### config.mk
export PLATFORM = sky130hd
export DESIGN_NAME = ffo_rr_arbiter
export DESIGN_NICKNAME = d
export VERILOG_FILES = /design/src/rtl/arb_pkg.sv /design/src/rtl/ffo_n.sv /design/src/rtl/ffo_rr_arbiter.sv
export SDC_FILE = /design/constraint.sdc
export NUM_CORES = 1
export LEC_CHECK = 0
export BUFFER_PORTS_ARGS = -buffer_cell sky130_fd_sc_hd__buf_2
export CAP_MARGIN = 0
export CORE_UTILIZATION = 30
export CTS_CLUSTER_SIZE = 25
export DETAILED_ROUTE_END_ITERATION = 12
export PLACE_DENSITY = 0.58
export SYNTH_ARGS = -nofsm -noshare
export SYNTH_HDL_FRONTEND = slang
export SYNTH_SLANG_ARGS = --single-unit
### constraint.sdc
create_clock -name clock -period 3.6 [get_ports clock]
set_input_delay 0.18 -clock clock [delete_from_list [all_inputs] [get_ports clock]]
set_output_delay 0.18 -clock clock [all_outputs]
set_load 0.02 [all_outputs]
### src/rtl/arb_pkg.sv
`default_nettype none
// ============================================================================
//  arb_pkg
//  Shared state encoding and width helper for the find-first-one arbiter.
//  Revision: 1.0
// ============================================================================
package arb_pkg;

    typedef enum logic {
        IDLE = 1'b0,
        BUSY = 1'b1
    } arb_state_t;

    function automatic int ffo_idw(input int n);
        return (n > 2) ? $clog2(n) : 1;
    endfunction

endpackage
`default_nettype wire

### src/rtl/ffo_n.sv
`default_nettype none
// ============================================================================
//  ffo_n
//  Combinational find-first-one: lowest index (leftmost bit) wins.
//  Revision: 1.0
// ============================================================================
module ffo_n
    import arb_pkg::*;
#(
    parameter  int N   = 32,
    localparam int IDW = ffo_idw(N)
) (
    input  logic [0:N-1]   b,
    output logic           v,
    output logic [0:IDW-1] p
);

    // Scanning from the top down lets the lowest set index overwrite the rest.
    always_comb begin
        v = 1'b0;
        p = '0;
        for (int i = N - 1; i >= 0; i--) begin
            if (b[i]) begin
                v = 1'b1;
                p = IDW'(i);
            end
        end
    end

endmodule
`default_nettype wire

### src/rtl/ffo_rr_arbiter.sv
`default_nettype none
// ============================================================================
//  ffo_rr_arbiter
//  Round-robin arbiter with rotating pointer, hold-until-release ownership
//  and optional hold-limit revocation.
//  Revision: 1.0
// ============================================================================
module ffo_rr_arbiter
    import arb_pkg::*;
#(
    parameter  int N        = 32,
    parameter  int MAX_HOLD = 0,
    localparam int IDW      = ffo_idw(N)
) (
    input  logic           clock,
    input  logic           reset,
    input  logic           enable,
    input  logic [0:N-1]   req,
    output logic [0:N-1]   grant,
    output logic           grant_valid,
    output logic [0:IDW-1] grant_id,
    output logic           timeout
);

    localparam int HCW = (MAX_HOLD < 2) ? 1 : $clog2(MAX_HOLD + 1);

    arb_state_t     state_q, state_d;
    logic [IDW-1:0] ptr_q, ptr_d;
    logic [IDW-1:0] owner_q, owner_d;
    logic [HCW-1:0] hold_cnt_q, hold_cnt_d;
    logic [0:N-1]   grant_q, grant_d;
    logic           grant_valid_q, grant_valid_d;
    logic [0:IDW-1] grant_id_q, grant_id_d;
    logic           timeout_q, timeout_d;

    logic [0:N-1]   masked;
    logic           m_v, r_v;
    logic [0:IDW-1] m_p, r_p;
    logic [IDW-1:0] win_id;
    logic           limit_hit;

    always_comb begin
        for (int i = 0; i < N; i++) begin
            masked[i] = req[i] & (IDW'(i) >= ptr_q);
        end
    end

    ffo_n #(.N(N)) u_ffo_masked (.b(masked), .v(m_v), .p(m_p));
    ffo_n #(.N(N)) u_ffo_req    (.b(req),    .v(r_v), .p(r_p));

    // Fall back to the unmasked search once nothing sits at or above ptr.
    assign win_id    = m_v ? m_p : r_p;
    assign limit_hit = (MAX_HOLD != 0) && (hold_cnt_q == HCW'(MAX_HOLD));

    always_comb begin
        state_d       = state_q;
        ptr_d         = ptr_q;
        owner_d       = owner_q;
        hold_cnt_d    = hold_cnt_q;
        grant_d       = grant_q;
        grant_valid_d = grant_valid_q;
        grant_id_d    = grant_id_q;
        timeout_d     = 1'b0;
        case (state_q)
            IDLE: begin
                if (enable && r_v) begin
                    state_d         = BUSY;
                    owner_d         = win_id;
                    grant_d         = '0;
                    grant_d[win_id] = 1'b1;
                    grant_valid_d   = 1'b1;
                    grant_id_d      = win_id;
                    hold_cnt_d      = HCW'(1);
                end
            end
            BUSY: begin
                if (!req[owner_q] || limit_hit) begin
                    state_d       = IDLE;
                    grant_d       = '0;
                    grant_valid_d = 1'b0;
                    grant_id_d    = '0;
                    ptr_d         = (owner_q == IDW'(N - 1)) ? '0 : owner_q + 1'b1;
                    // Still requesting here means the limit forced the release.
                    timeout_d     = req[owner_q];
                end else if (hold_cnt_q != '1) begin
                    hold_cnt_d = hold_cnt_q + 1'b1;
                end
            end
            default: state_d = IDLE;
        endcase
    end

    always_ff @(posedge clock or posedge reset) begin
        if (reset) begin
            state_q       <= IDLE;
            ptr_q         <= '0;
            owner_q       <= '0;
            hold_cnt_q    <= '0;
            grant_q       <= '0;
            grant_valid_q <= 1'b0;
            grant_id_q    <= '0;
            timeout_q     <= 1'b0;
        end else begin
            state_q       <= state_d;
            ptr_q         <= ptr_d;
            owner_q       <= owner_d;
            hold_cnt_q    <= hold_cnt_d;
            grant_q       <= grant_d;
            grant_valid_q <= grant_valid_d;
            grant_id_q    <= grant_id_d;
            timeout_q     <= timeout_d;
        end
    end

    assign grant       = grant_q;
    assign grant_valid = grant_valid_q;
    assign grant_id    = grant_id_q;
    assign timeout     = timeout_q;

endmodule
`default_nettype wire

[Word level (Yosys, flattened, before mapping)]
Index checks and enable logic that the tools add are counted.
Operators by class
  add/subtract/negate cells: 1
  $lt $le $gt $ge: 35
  equal/unequal tests: 3
  muxes and demuxes: 147
  bitwise operators: 36
  reduce and logical (&&, ||, !) cells: 5
Operators with widths (number)
  $mux W5: 68
  $ge A5 B5 Y1 const A: 16
  $mux W1: 71
  $mux W32: 2
  $pmux W32 S2: 1
  $ge A4 B5 Y1 const A: 8
  $and A1 B1 Y1: 32
  $ge A3 B5 Y1 const A: 4
  $ge A6 B6 Y1 const B: 2
  $not A5 Y6: 2
  $ge A1 B5 Y1 const A: 2
  $ge A2 B5 Y1 const A: 2
  $pmux W5 S2: 1
  $lt A6 B1 Y1 const B: 1
  $reduce_and A2 Y1: 3
  $add A5 B1 Y5 const B: 1
  $bmux W1 S5: 1
  $demux W1 S5: 1
  $eq A5 B5 Y1 const B: 1
  $ne A2 B2 Y1 const B: 2
  $pmux W1 S2: 2
  $logic_and A1 B1 Y1: 2
  $not A1 Y1: 2
Storage, ports and cells
  bits in registers: 49
  input bits: 35

[Depth between registers and ports, before layout]
Gate-level depths: netlist of run 1.
  depth after elaboration: 42
  mapped depth: 13

[Hierarchy]
Synthesis of run 1 repeated with hierarchy kept, for this count alone.
Unflattened totals
  cell total of the unflattened synthesis: 424
  area total of the unflattened synthesis: 3837.4 µm²
Modules (own cells, without submodules)
  ffo_rr_arbiter: times used 1, cells each 294, area an instance 3096.7 µm², seq. area each 1226.2 µm²
  ffo_n: times used 2, cells each 65, area an instance 370.4 µm², seq. area each 0.0 µm²

[Worst setup path after synthesis of run 1]
No wires, ideal clock.
  path kind: reg2reg
  start point: register ptr_q[1]
  end point: register grant_q, in the netlist grant[11]
  setup time: 122 ps
  arrival time: 2518 ps
  setup slack: 961 ps
  stages on the path, launching flop included: 11
  clock period less this slack: 2639 ps
  path through: dfrtp_1 -> buf_2 -> or4b_1 -> a221oi_1 -> a221oi_1 -> o32a_1 -> a211oi_2 -> a211oi_1 -> and2_1 -> buf_4 -> a32o_1
Between the ends
  word-level cells in the longest chain between the ends: 42
  elaborated cells between the ends (all ways): 137
  classes of those cells: order compare (34); mux (69); bitwise (33); reduce/logical (1)
Ends and longest elaborated chain
  from (decl): line ffo_rr_arbiter.sv:28  | logic [IDW-1:0] ptr_q, ptr_d;
  from (signal assigned): line ffo_rr_arbiter.sv:105  | ptr_q <= ptr_d;
  $ge A5 B5 Y1: line ffo_rr_arbiter.sv:44  | masked[i] = req[i] & (IDW'(i) >= ptr_q);
  $and A1 B1 Y1: line ffo_rr_arbiter.sv:44
  $mux W5 / $mux W1 (equally long branches) (32 in series): line ffo_n.sv:23  | if (b[i]) begin
  $mux W5 (*): line ffo_rr_arbiter.sv:52  | assign win_id = m_v ? m_p : r_p;
  $not A5 Y6 (not written as such) (*): line ffo_rr_arbiter.sv:70  | grant_d[win_id] = 1'b1;
  $ge A6 B6 Y1 (not written as such) / $lt A6 B1 Y1 (equally long branches): line ffo_rr_arbiter.sv:70
  $logic_and A1 B1 Y1 (not written as such): line ffo_rr_arbiter.sv:70
  $mux W1 (not written as such): line ffo_rr_arbiter.sv:70
  $demux W1 S5 (*): line ffo_rr_arbiter.sv:70
  $mux W32 (*): line ffo_rr_arbiter.sv:66  | if (enable && r_v) begin
  $pmux W32 S2 (*): line ffo_rr_arbiter.sv:64  | case (state_q)
  to (signal assigned): line ffo_rr_arbiter.sv:108  | grant_q <= grant_d;
  to (decl): line ffo_rr_arbiter.sv:31  | logic [0:N-1] grant_q, grant_d;
Mark *: on every way between the ends. The rest lies on a longest branch, timed or not. The select of a mux whose other input is x is not followed.
A chain may end at the register's enable or synchronous reset.

[Worst setup path in the final report of run 1]
  start point: register ptr_q[2]
  end point: register grant_q, in the netlist grant[16]
Same word-level chain as after synthesis.

==> results.py, run 1 <==
metrics = {
    "critical_path": {
        "crit_path_start_kind": "flop",
        "r2r_setup_slack_ns": 0.41,
        "cp_data_arrival_time_ns": 3.41,
        "worst-setup-path-type": "flop to flop",
        "endpoint_kind": "flop",
        "required_ns": 3.82,
        "crit_fanout": 20,
    },
    "run": {
        "cap_violations": 0,
    },
    "yosys": {
        "synth_xor_xnor_area_share_pct": 0.468,
        "synth_area_leaders": "dfrtp_1 (33%), a32o_1 (8.6%), mux4_2 (6.0%)",
        "syn_area_um2": 3740,
        "synthCells": 402,
        "synth-main-ff-cell": "dfrtp_1",
        "synth_nets": 439,
        "synth_area_per_cell_um2": 9.30,
        "synth_top_family_by_area": "compound AO/OA/AOI/OAI gates",
        "ys_warn_count": 0,
        "synth_edf_count": 0,
        "synth_fa_ha_area_share_pct": 0.669,
        "muxShareOfSynthArea_pct": 7.16,
        "ys_types": 77,
        "yosys.area.top_type_share_pct": 32.8,
        "yosys.area_share.simple_pct": 20.4,
        "synth_seq_cells": 49,
        "synth-seq-area-share_pct": 32.8,
        "synth-async-reset-ratio_pct": 100,
        "synth_compound_area_share_pct": 33.2,
        "synth_area_leader_cell": "dfrtp_1",
    },
    "timing": {
        "slew_headroom_pct": 32.2,
        "fin_crit_ns": 3.19,
        "fmaxAchievable_ghz": 0.314,
        "rsz0062_at_grt": "no",
        "finalHoldViolations": 0,
        "fin_crit_sh_pct": 88.5,
        "hold_ws_ns": 0.138,
        "maxSlewViolCount": 0,
        "worstMarginPinSlew_ns": 1.02,
        "setup_tns_ns": 0,
        "fin_skew_ns": 0.00383,
        "setup-violations-final": 0,
        "setup_ws_ns": 0.413,
    },
    "clock_network": {
        "insertion_delay_ns": 0.28,
        "postCtsSetupBuffers": 0,
        "clk_pin_slew_ns": 0.07,
        "htreeDepth": 2,
        "numCtsBuffers": 5,
        "clockRootBuffer": "clkbuf_16",
        "clock_sinks": 49,
        "ctsHoldBuffers": 0,
        "ctsResizeCount": 0,
        "cts_tree": "built",
        "cts_max_path_buffers": 2,
    },
    "global_route": {
        "antenna_found_initial": 0,
        "grt_pass1_vias": 3627,
        "grt_pass1_wl_um": 19500,
        "grt_usage_pct": 19.0,
        "overflow": 0,
        "grt_max_degree": 50,
    },
    "floorplan": {
        "io_pins": 74,
        "die_w_um": 114,
        "row_count": 40,
        "fp.dieH_um": 114,
        "core_um2": 12100,
        "initial_core_util_pct": 31.0,
        "die_area_um2": 12900,
    },
    "drt": {
        "antenna_left": 0,
        "drc_errors": 0,
        "post_drt_via_cell_ratio": 5.84,
        "vias": 3714,
        "routed_wl_um": 12100,
        "drtPass1Iterations": 5,
        "first_iter_violations": 367,
        "wl_per_cell_um": 19.1,
    },
    "status": {
        "status": "finished, final reports clean",
    },
    "power_and_ir_drop": {
        "p_int_w": 0.00148,
        "sw_frac_of_total_pct": 47.4,
        "power.switching_w": 0.00133,
        "p_leak_nw": 1.95,
        "clkPwrFrac_pct": 16.4,
        "ir_drop_mv": 0.326,
        "powerDensity_nw_per_um2": 634,
        "seq_power_share_pct": 31.2,
        "combPwrFrac_pct": 52.4,
    },
    "final_layout": {
        "final.fill_count": 1214,
        "antenna_cells": 0,
        "drive_gt1_share_pct": 28.0,
        "final_cell_area_um2": 4430,
        "nets": 504,
        "syn_to_final_growth_pct": 18.5,
        "layout_common_cells": "buf_2 (72), dfrtp_1 (46), a32o_1 (32)",
        "final_util_pct": 36.7,
        "layout.cells.most_common": "buf_2",
    },
    "place": {
        "post-place-ws_ns": 0.286,
        "dp_hpwl_um": 8990,
        "place_congestion": 0.938,
        "port_buffers": 72,
        "place_area_um2": 4280,
    },
    "min_path": {
        "min_path_type": "primary input to async pin",
    },
}
[final cells by class]
type / instances / area, um^2 / area share, %
sequential: 49 / 1230 / 27.8
clock inverter: 2 / 13.8 / 0.311
tap: 168 / 210 / 4.74
inverter: 16 / 60.1 / 1.36
timing repair buffer: 86 / 465 / 10.5
multi-input combinational: 309 / 2320 / 52.4
clock buffer: 6 / 129 / 2.91
[power by group through the flow]
| stage | registers, W | logic [W] | clock network (W) |
|---|---|---|---|
| 2_1_floorplan | 0.000812 | 0.00108 | 0 |
| 3_3_place_gp | 0.000873 | 0.00145 | 0 |
| 3_5_place_dp | 0.000879 | 0.00146 | 0 |
| 4_1_cts | 0.000869 | 0.00147 | 0.000471 |
| 5_1_grt | 0.000898 | 0.00160 | 0.000497 |
| 6_report | 0.000877 | 0.00147 | 0.000460 |
[through the flow]
stage,total power [W],cells
detailed placement,0.00234,628
global route,0.00299,636
finish,0.00281,636
floorplan,0.00189,402
global placement,0.00232,628
CTS,0.00281,636
[Yosys cell counts (5+ instances only)]
library cell / n
a211o_1: 6
a21boi_0: 5
a21o_1: 6
a21oi_1: 22
a32o_1: 32
and2_1: 7
buf_2: 12
clkbuf_1: 12
dfrtp_1: 49
inv_1: 15
mux4_2: 10
nand2_1: 24
nand2b_1: 7
nand3_1: 9
nor2_1: 25
nor2b_1: 7
nor3_1: 11
nor4_1: 9
o211ai_1: 6
o21a_1: 5
o21ai_0: 18
o21ai_1: 5
o31ai_1: 10
[registers in the layout, summed over array words and instances (netlist names)]
register     count
grant_valid      1
grant           32
state_q          1
grant_id         5
ptr_q            5
owner_q          5
[metal layers]
metal | track usage, % | vias to the layer above | part of all wire, %
met1 | 26.3 | 1832 | 45
met5 | 0 | - | 0
met3 | 1.97 | 22 | 4.8
li1 | - | 1733 | -
met4 | 7.63 | 0 | 2.9
met2 | 30.4 | 127 | 47
[logic make-up (layout without fill, tap and decap cells)]
logic type               after synthesis  in the layout
AO/OA/AOI/OAI                        156            156
XOR/XNOR                               2              2
adder cells (fa/ha/maj)                2              2
buffers and inverters                 44            110
flip-flops                            49             49
multiplexers                          14             14
other                                  1              1
AND/OR/NAND/NOR                      134            134
[worst max-delay path, stage by stage (launching register included)]
cell       delay, ns
dfrtp_2         0.58
buf_4           0.23
nand3_2         0.14
o21ai_1         0.24
o211ai_1        0.23
a2111oi_0       0.54
nor3_1          0.13
a311oi_2        0.42
and2_1          0.38
a32o_1          0.22
[final timing paths]
check                      startpoint    endpoint  depth (start not counted)
min                             reset   grant[14]                          2
min reg2reg                 grant[22]   grant[22]                          1
max reg2reg                  ptr_q[2]   grant[16]                          9
max                          ptr_q[2]   grant[16]                          9
min in group clock             enable  owner_q[1]                          4
max in group asynchronous       reset    ptr_q[2]                          2
Note: power is estimated with default switching activity, not from simulation.
==> inputs of run 2 (changes only) <==
--- a/config.mk
+++ b/config.mk
@@ -10,7 +10,6 @@
 export CORE_UTILIZATION = 30
 export CTS_CLUSTER_SIZE = 25
 export DETAILED_ROUTE_END_ITERATION = 12
-export PLACE_DENSITY = 0.58
 export SYNTH_ARGS = -nofsm -noshare
 export SYNTH_HDL_FRONTEND = slang
 export SYNTH_SLANG_ARGS = --single-unit
==> run 2 against run 1 <==
Compared with the run above: final area decreased by 0.40%; first-iteration DRC count decreased by 6.0%; clock power increased by 0.9%; global-route usage increased by 0.081 points; critical path depth decreased by 1; worst setup slack got worse by 0.16 ns; sequential power increased by 0.9%; power about the same; clock-buffer cell count unchanged; via count increased by 1.5%; maximum frequency decreased by 4.9%; die area unchanged.
==> results.py, run 2 (same netlist as run 1, synthesis figures left out) <==
metrics = {
    "status": {
        "status": "finished, final reports clean",
    },
    "critical_path": {
        "crit_fanout": 18,
        "r2r_start": "ptr_q[2]",
        "required_ns": 3.82,
        "setup.worst_path.end": "grant[24]",
        "r2r_end": "grant[24]",
        "crit_start": "ptr_q[2]",
        "cp_data_arrival_time_ns": 3.58,
        "r2r_setup_slack_ns": 0.25,
        "ff2ff_path_depth": 8,
        "endpoint_kind": "flop",
        "worst-setup-path-type": "flop to flop",
        "crit_path_start_kind": "flop",
    },
    "place": {
        "dp_hpwl_um": 9110,
        "port_buffers": 72,
        "place_congestion": 0.962,
        "post-place-ws_ns": 0.303,
        "placedCellCount": 626,
    },
    "power_and_ir_drop": {
        "power.switching_w": 0.00134,
        "sw_frac_of_total_pct": 47.7,
        "p_int_w": 0.00147,
        "clkPwrFrac_pct": 16.5,
        "seq_power_share_pct": 31.5,
        "powerDensity_nw_per_um2": 636,
        "ir_drop_mv": 0.265,
        "total_power_w": 0.00281,
        "combPwrFrac_pct": 51.9,
        "p_leak_nw": 1.94,
    },
    "clock_network": {
        "ctsHoldBuffers": 0,
        "clockRootBuffer": "clkbuf_16",
        "insertion_delay_ns": 0.29,
        "clk_pin_slew_ns": 0.07,
        "cts_tree": "built",
        "cts_max_path_buffers": 2,
        "numCtsBuffers": 5,
        "htreeDepth": 2,
        "clock_sinks": 49,
    },
    "timing": {
        "rsz0062_at_grt": "no",
        "slew_headroom_pct": 32.9,
        "finalHoldViolations": 0,
        "setup_ws_ns": 0.248,
        "fin_crit_sh_pct": 93.1,
        "fin_skew_ns": 0.00748,
        "fmaxAchievable_ghz": 0.298,
        "fin_crit_ns": 3.35,
        "worstMarginPinSlew_ns": 1.00,
        "setup-violations-final": 0,
        "setup_tns_ns": 0,
        "maxSlewViolCount": 0,
    },
    "floorplan": {
        "io_pins": 74,
        "die_w_um": 114,
        "row_count": 40,
        "initial_core_util_pct": 31.0,
        "die_area_um2": 12900,
        "core_um2": 12100,
        "fp.dieH_um": 114,
    },
    "final_layout": {
        "layout.cells.most_common": "buf_2",
        "antenna_cells": 0,
        "fin_cells": 634,
        "drive_gt1_share_pct": 27.3,
        "syn_to_final_growth_pct": 18.0,
        "nets": 502,
        "final.fill_count": 1214,
        "largest_reg_flops": 32,
        "layout_common_cells": "buf_2 (72), dfrtp_1 (48), a32o_1 (32)",
    },
    "global_route": {
        "grt_usage_pct": 19.1,
        "grt_pass1_vias": 3722,
        "grt_max_degree": 50,
        "overflow": 0,
        "antenna_found_initial": 0,
        "grt_pass1_wl_um": 19600,
    },
    "drt": {
        "antenna_left": 0,
        "wl_per_cell_um": 19.1,
        "vias": 3768,
        "post_drt_via_cell_ratio": 5.94,
        "routed_wl_um": 12100,
        "first_iter_violations": 345,
        "drtPass1Iterations": 5,
        "drc_errors": 0,
    },
    "min_path": {
        "min_path_type": "primary input to async pin",
    },
    "run": {
        "cap_violations": 0,
    },
}
## run 2: cell types whose count changed in the layout (fill, tap and decap cells not counted)
cell     before  now
dfrtp_1      46   48
buf_4        14   12
dfrtp_2       3    1
## run 2: worst min-delay path by stage
stage	startpoint	slack, ns	end
2_1_floorplan	owner_q[4]	0.50	owner_q[4]
3_3_place_gp	reset	0.45	owner_q[1]
3_5_place_dp	grant_id[0]	0.46	grant_id[0]
4_1_cts	reset	0.18	grant[14]
5_1_grt	reset	0.22	grant[14]
6_report	reset	0.13	grant[23]
## run 2: layout make-up
type | instances | area (um^2) | share of cell area (%)
multi-input combinational | 309 | 2320 | 52.6
sequential | 49 | 1230 | 27.8
timing repair buffer | 84 | 450 | 10.2
tap | 168 | 210 | 4.76
clock buffer | 6 | 129 | 2.92
inverter | 16 | 60.1 | 1.36
clock inverter | 2 | 13.8 | 0.312
## run 2: repair_timing
action                                  in CTS  in global routing
gates resized for setup                      0                  1
hold endpoints to repair                     0                  0
buffers inserted                             0                  0
endpoints found under the setup margin       0                 17
## run 2: per-layer routing
layer	vias to the layer above	global-route usage, %	wire [um]
met5	-	0	0
li1	1719	-	-
met4	0	7.19	361
met2	132	31.3	5650
met1	1890	25.5	5430
met3	27	2.76	648
## run 2: power groups by stage
stage	Combinational [W]	Clock, W	Sequential, W
final	0.00146	0.000464	0.000885
after global routing	0.00157	0.000495	0.000905
after CTS	0.00144	0.000473	0.000877
after detailed placement	0.00143	0	0.000888
after global placement	0.00142	0	0.000887
after floorplan	0.00108	0	0.000812
## run 2: through the flow
stage,hold WS (ns),utilization (%),cell area [um^2]
floorplan,0.500,-,3740
global placement,0.453,35.4,4270
detailed placement,0.465,35.4,4270
CTS,0.176,36.6,4410
global route,0.216,36.6,4410
finish,0.133,36.6,4410
## run 2: critical path: stages (launching register included)
cell and delay (ns):
dfrtp_1 0.60, nor2_1 0.42, o21ai_0 0.37, a311oi_4 0.50, a211oi_2 0.12, and2_1 0.21, a311oi_2 0.47, and2_1 0.38
a32o_1 0.23
==> inputs of run 3 (changes only) <==
==> constraint.sdc (replaced) <==
create_clock -name clock -period 3 [get_ports clock]
set_input_delay 0.15 -clock clock [delete_from_list [all_inputs] [get_ports clock]]
set_output_delay 0.15 -clock clock [all_outputs]
set_load 0.02 [all_outputs]
==> run 3 against run 2 <==
Compared with the run above: sequential cell count unchanged; combinational power rose by 58%; clock skew is 0.0017 ns lower; critical endpoint is now grant[18].
==> results.py, run 3 (same netlist as run 1, synthesis figures left out) <==
metrics = {
    "critical_path": {
        "critPathSlowestCell": "dfrtp_2",
        "critical_path_buf_inv_count": 3,
        "endpoint_kind": "flop",
        "max_stage_delay_ns": 0.44,
        "r2r_setup_slack_ns": 0.13,
        "critPathTopFamily": "compound AO/OA/AOI/OAI gates",
        "cp_cell_sequence": "buf_4 > a21boi_0 > o21ai_1 > a311oi_4 > a211oi_2 > and2_1 > a311oi_2 > buf_4 > and2_1 > buf_4 > a32o_1",
        "required_ns": 3.18,
        "crit_fanout": 6,
        "r2r_end": "grant[18]",
        "crit_top_cell": "buf_4",
        "crit_path_start_kind": "flop",
        "ff2ff_path_depth": 11,
        "r2r_start": "ptr_q[0]",
        "cp_data_arrival_time_ns": 3.04,
        "worst-setup-path-type": "flop to flop",
    },
    "final_layout": {
        "syn_to_final_growth_pct": 28.2,
        "fin_cells": 659,
        "drive_gt1_share_pct": 32.6,
        "layout_common_cells": "buf_2 (72), dfrtp_1 (46), a32o_1 (32)",
        "final.fill_count": 1206,
        "nets": 527,
        "layout.cells.most_common": "buf_2",
        "largest_reg_flops": 32,
        "antenna_cells": 0,
    },
    "power_and_ir_drop": {
        "sw_frac_of_total_pct": 44.4,
        "power.switching_w": 0.00174,
        "powerDensity_nw_per_um2": 818,
        "seq_power_share_pct": 24.6,
        "combPwrFrac_pct": 58.8,
        "total_power_w": 0.00392,
        "ir_drop_mv": 0.467,
        "p_int_w": 0.00218,
        "p_leak_nw": 2.12,
        "clkPwrFrac_pct": 16.5,
    },
    "timing": {
        "setup-violations-final": 0,
        "maxSlewViolCount": 0,
        "rsz0062_at_grt": "no",
        "fin_crit_ns": 2.87,
        "fin_skew_ns": 0.00576,
        "setup_ws_ns": 0.133,
        "fmaxAchievable_ghz": 0.349,
        "setup_tns_ns": 0,
        "hold_ws_ns": 0.116,
        "worstMarginPinSlew_ns": 1.04,
        "slew_headroom_pct": 30.4,
        "fin_crit_sh_pct": 95.6,
        "finalHoldViolations": 0,
    },
    "drt": {
        "wl_per_cell_um": 19.6,
        "antenna_left": 0,
        "drtPass1Iterations": 5,
        "post_drt_via_cell_ratio": 5.95,
        "vias": 3921,
        "routed_wl_um": 12900,
        "drc_errors": 0,
        "first_iter_violations": 477,
    },
    "floorplan": {
        "core_um2": 12100,
        "row_count": 40,
        "fp.dieH_um": 114,
        "io_pins": 74,
        "die_area_um2": 12900,
        "die_w_um": 114,
        "initial_core_util_pct": 31.0,
    },
    "place": {
        "dp_hpwl_um": 9650,
        "placedCellCount": 651,
        "place_congestion": 0.936,
        "post-place-ws_ns": 0.0864,
        "port_buffers": 72,
    },
    "global_route": {
        "met3_usage_pct": 3.13,
        "met2_usage_pct": 32.6,
        "overflow": 0,
        "grt-busiest-layer": "met2",
        "grt_usage_pct": 20.4,
        "grt_pass1_wl_um": 20700,
        "grt_pass1_vias": 3705,
        "antenna_found_initial": 0,
        "grt_max_degree": 50,
        "grtUsageMet1_pct": 28.6,
    },
    "clock_network": {
        "ctsHoldBuffers": 0,
        "htreeDepth": 2,
        "clock_sinks": 49,
        "numCtsBuffers": 5,
        "postCtsSetupBuffers": 0,
        "cts_max_path_buffers": 2,
        "cts_tree": "built",
        "clockRootBuffer": "clkbuf_16",
        "clk_pin_slew_ns": 0.07,
        "insertion_delay_ns": 0.29,
    },
    "status": {
        "status": "finished, final reports clean",
    },
    "min_path": {
        "min_path_type": "primary input to async pin",
    },
    "run": {
        "cap_violations": 0,
    },
}
[run 3: through the flow]
stage / instance area, um^2 / util, %
6_report: 4790 / 39.8
5_1_grt: 4790 / 39.8
4_1_cts: 4740 / 39.3
3_5_place_dp: 4570 / 37.9
3_3_place_gp: 4570 / 37.9
2_1_floorplan: 3740 / -
[run 3: per-layer routing]
layer | share of wire (%) | vias up
met5 | 0 | -
met2 | 46 | 182
met3 | 7.8 | 24
met1 | 43 | 1941
li1 | - | 1774
met4 | 2.6 | 0
[run 3: worst max-delay path by stage]
stage	startpoint	end	slack, ns	depth (start not counted)
2_1_floorplan	ptr_q[1]	grant[11]	0.36	10
3_3_place_gp	ptr_q[0]	grant[9]	0.13	9
3_5_place_dp	ptr_q[0]	grant[25]	0.09	10
4_1_cts	ptr_q[0]	grant[25]	0.05	10
5_1_grt	ptr_q[0]	grant[18]	0.004	9
6_report	ptr_q[0]	grant[18]	0.13	11
[run 3: cell type report]
class	instances	area (um^2)	area share, %
Sequential cell	49	1230	25.7
Clock buffer	5	125	2.61
Multi-Input combinational cell	309	2370	49.5
Tap cell	168	210	4.38
Timing Repair Buffer	109	751	15.7
Inverter	16	60.1	1.25
Clock inverter	3	43.8	0.913
[run 3: power groups by stage]
stage | sequential [W] | combinational (W) | clock, W
floorplan | 0.000975 | 0.00130 | 0
global placement | 0.000969 | 0.00221 | 0
global route | 0.000983 | 0.00248 | 0.000688
CTS | 0.000961 | 0.00224 | 0.000660
detailed placement | 0.000973 | 0.00223 | 0
finish | 0.000967 | 0.00231 | 0.000649
[run 3: repair_timing]
action,in CTS,in global routing
endpoints found under the hold margin,0,0
setup endpoints to repair,0,32
gates resized for setup,0,14
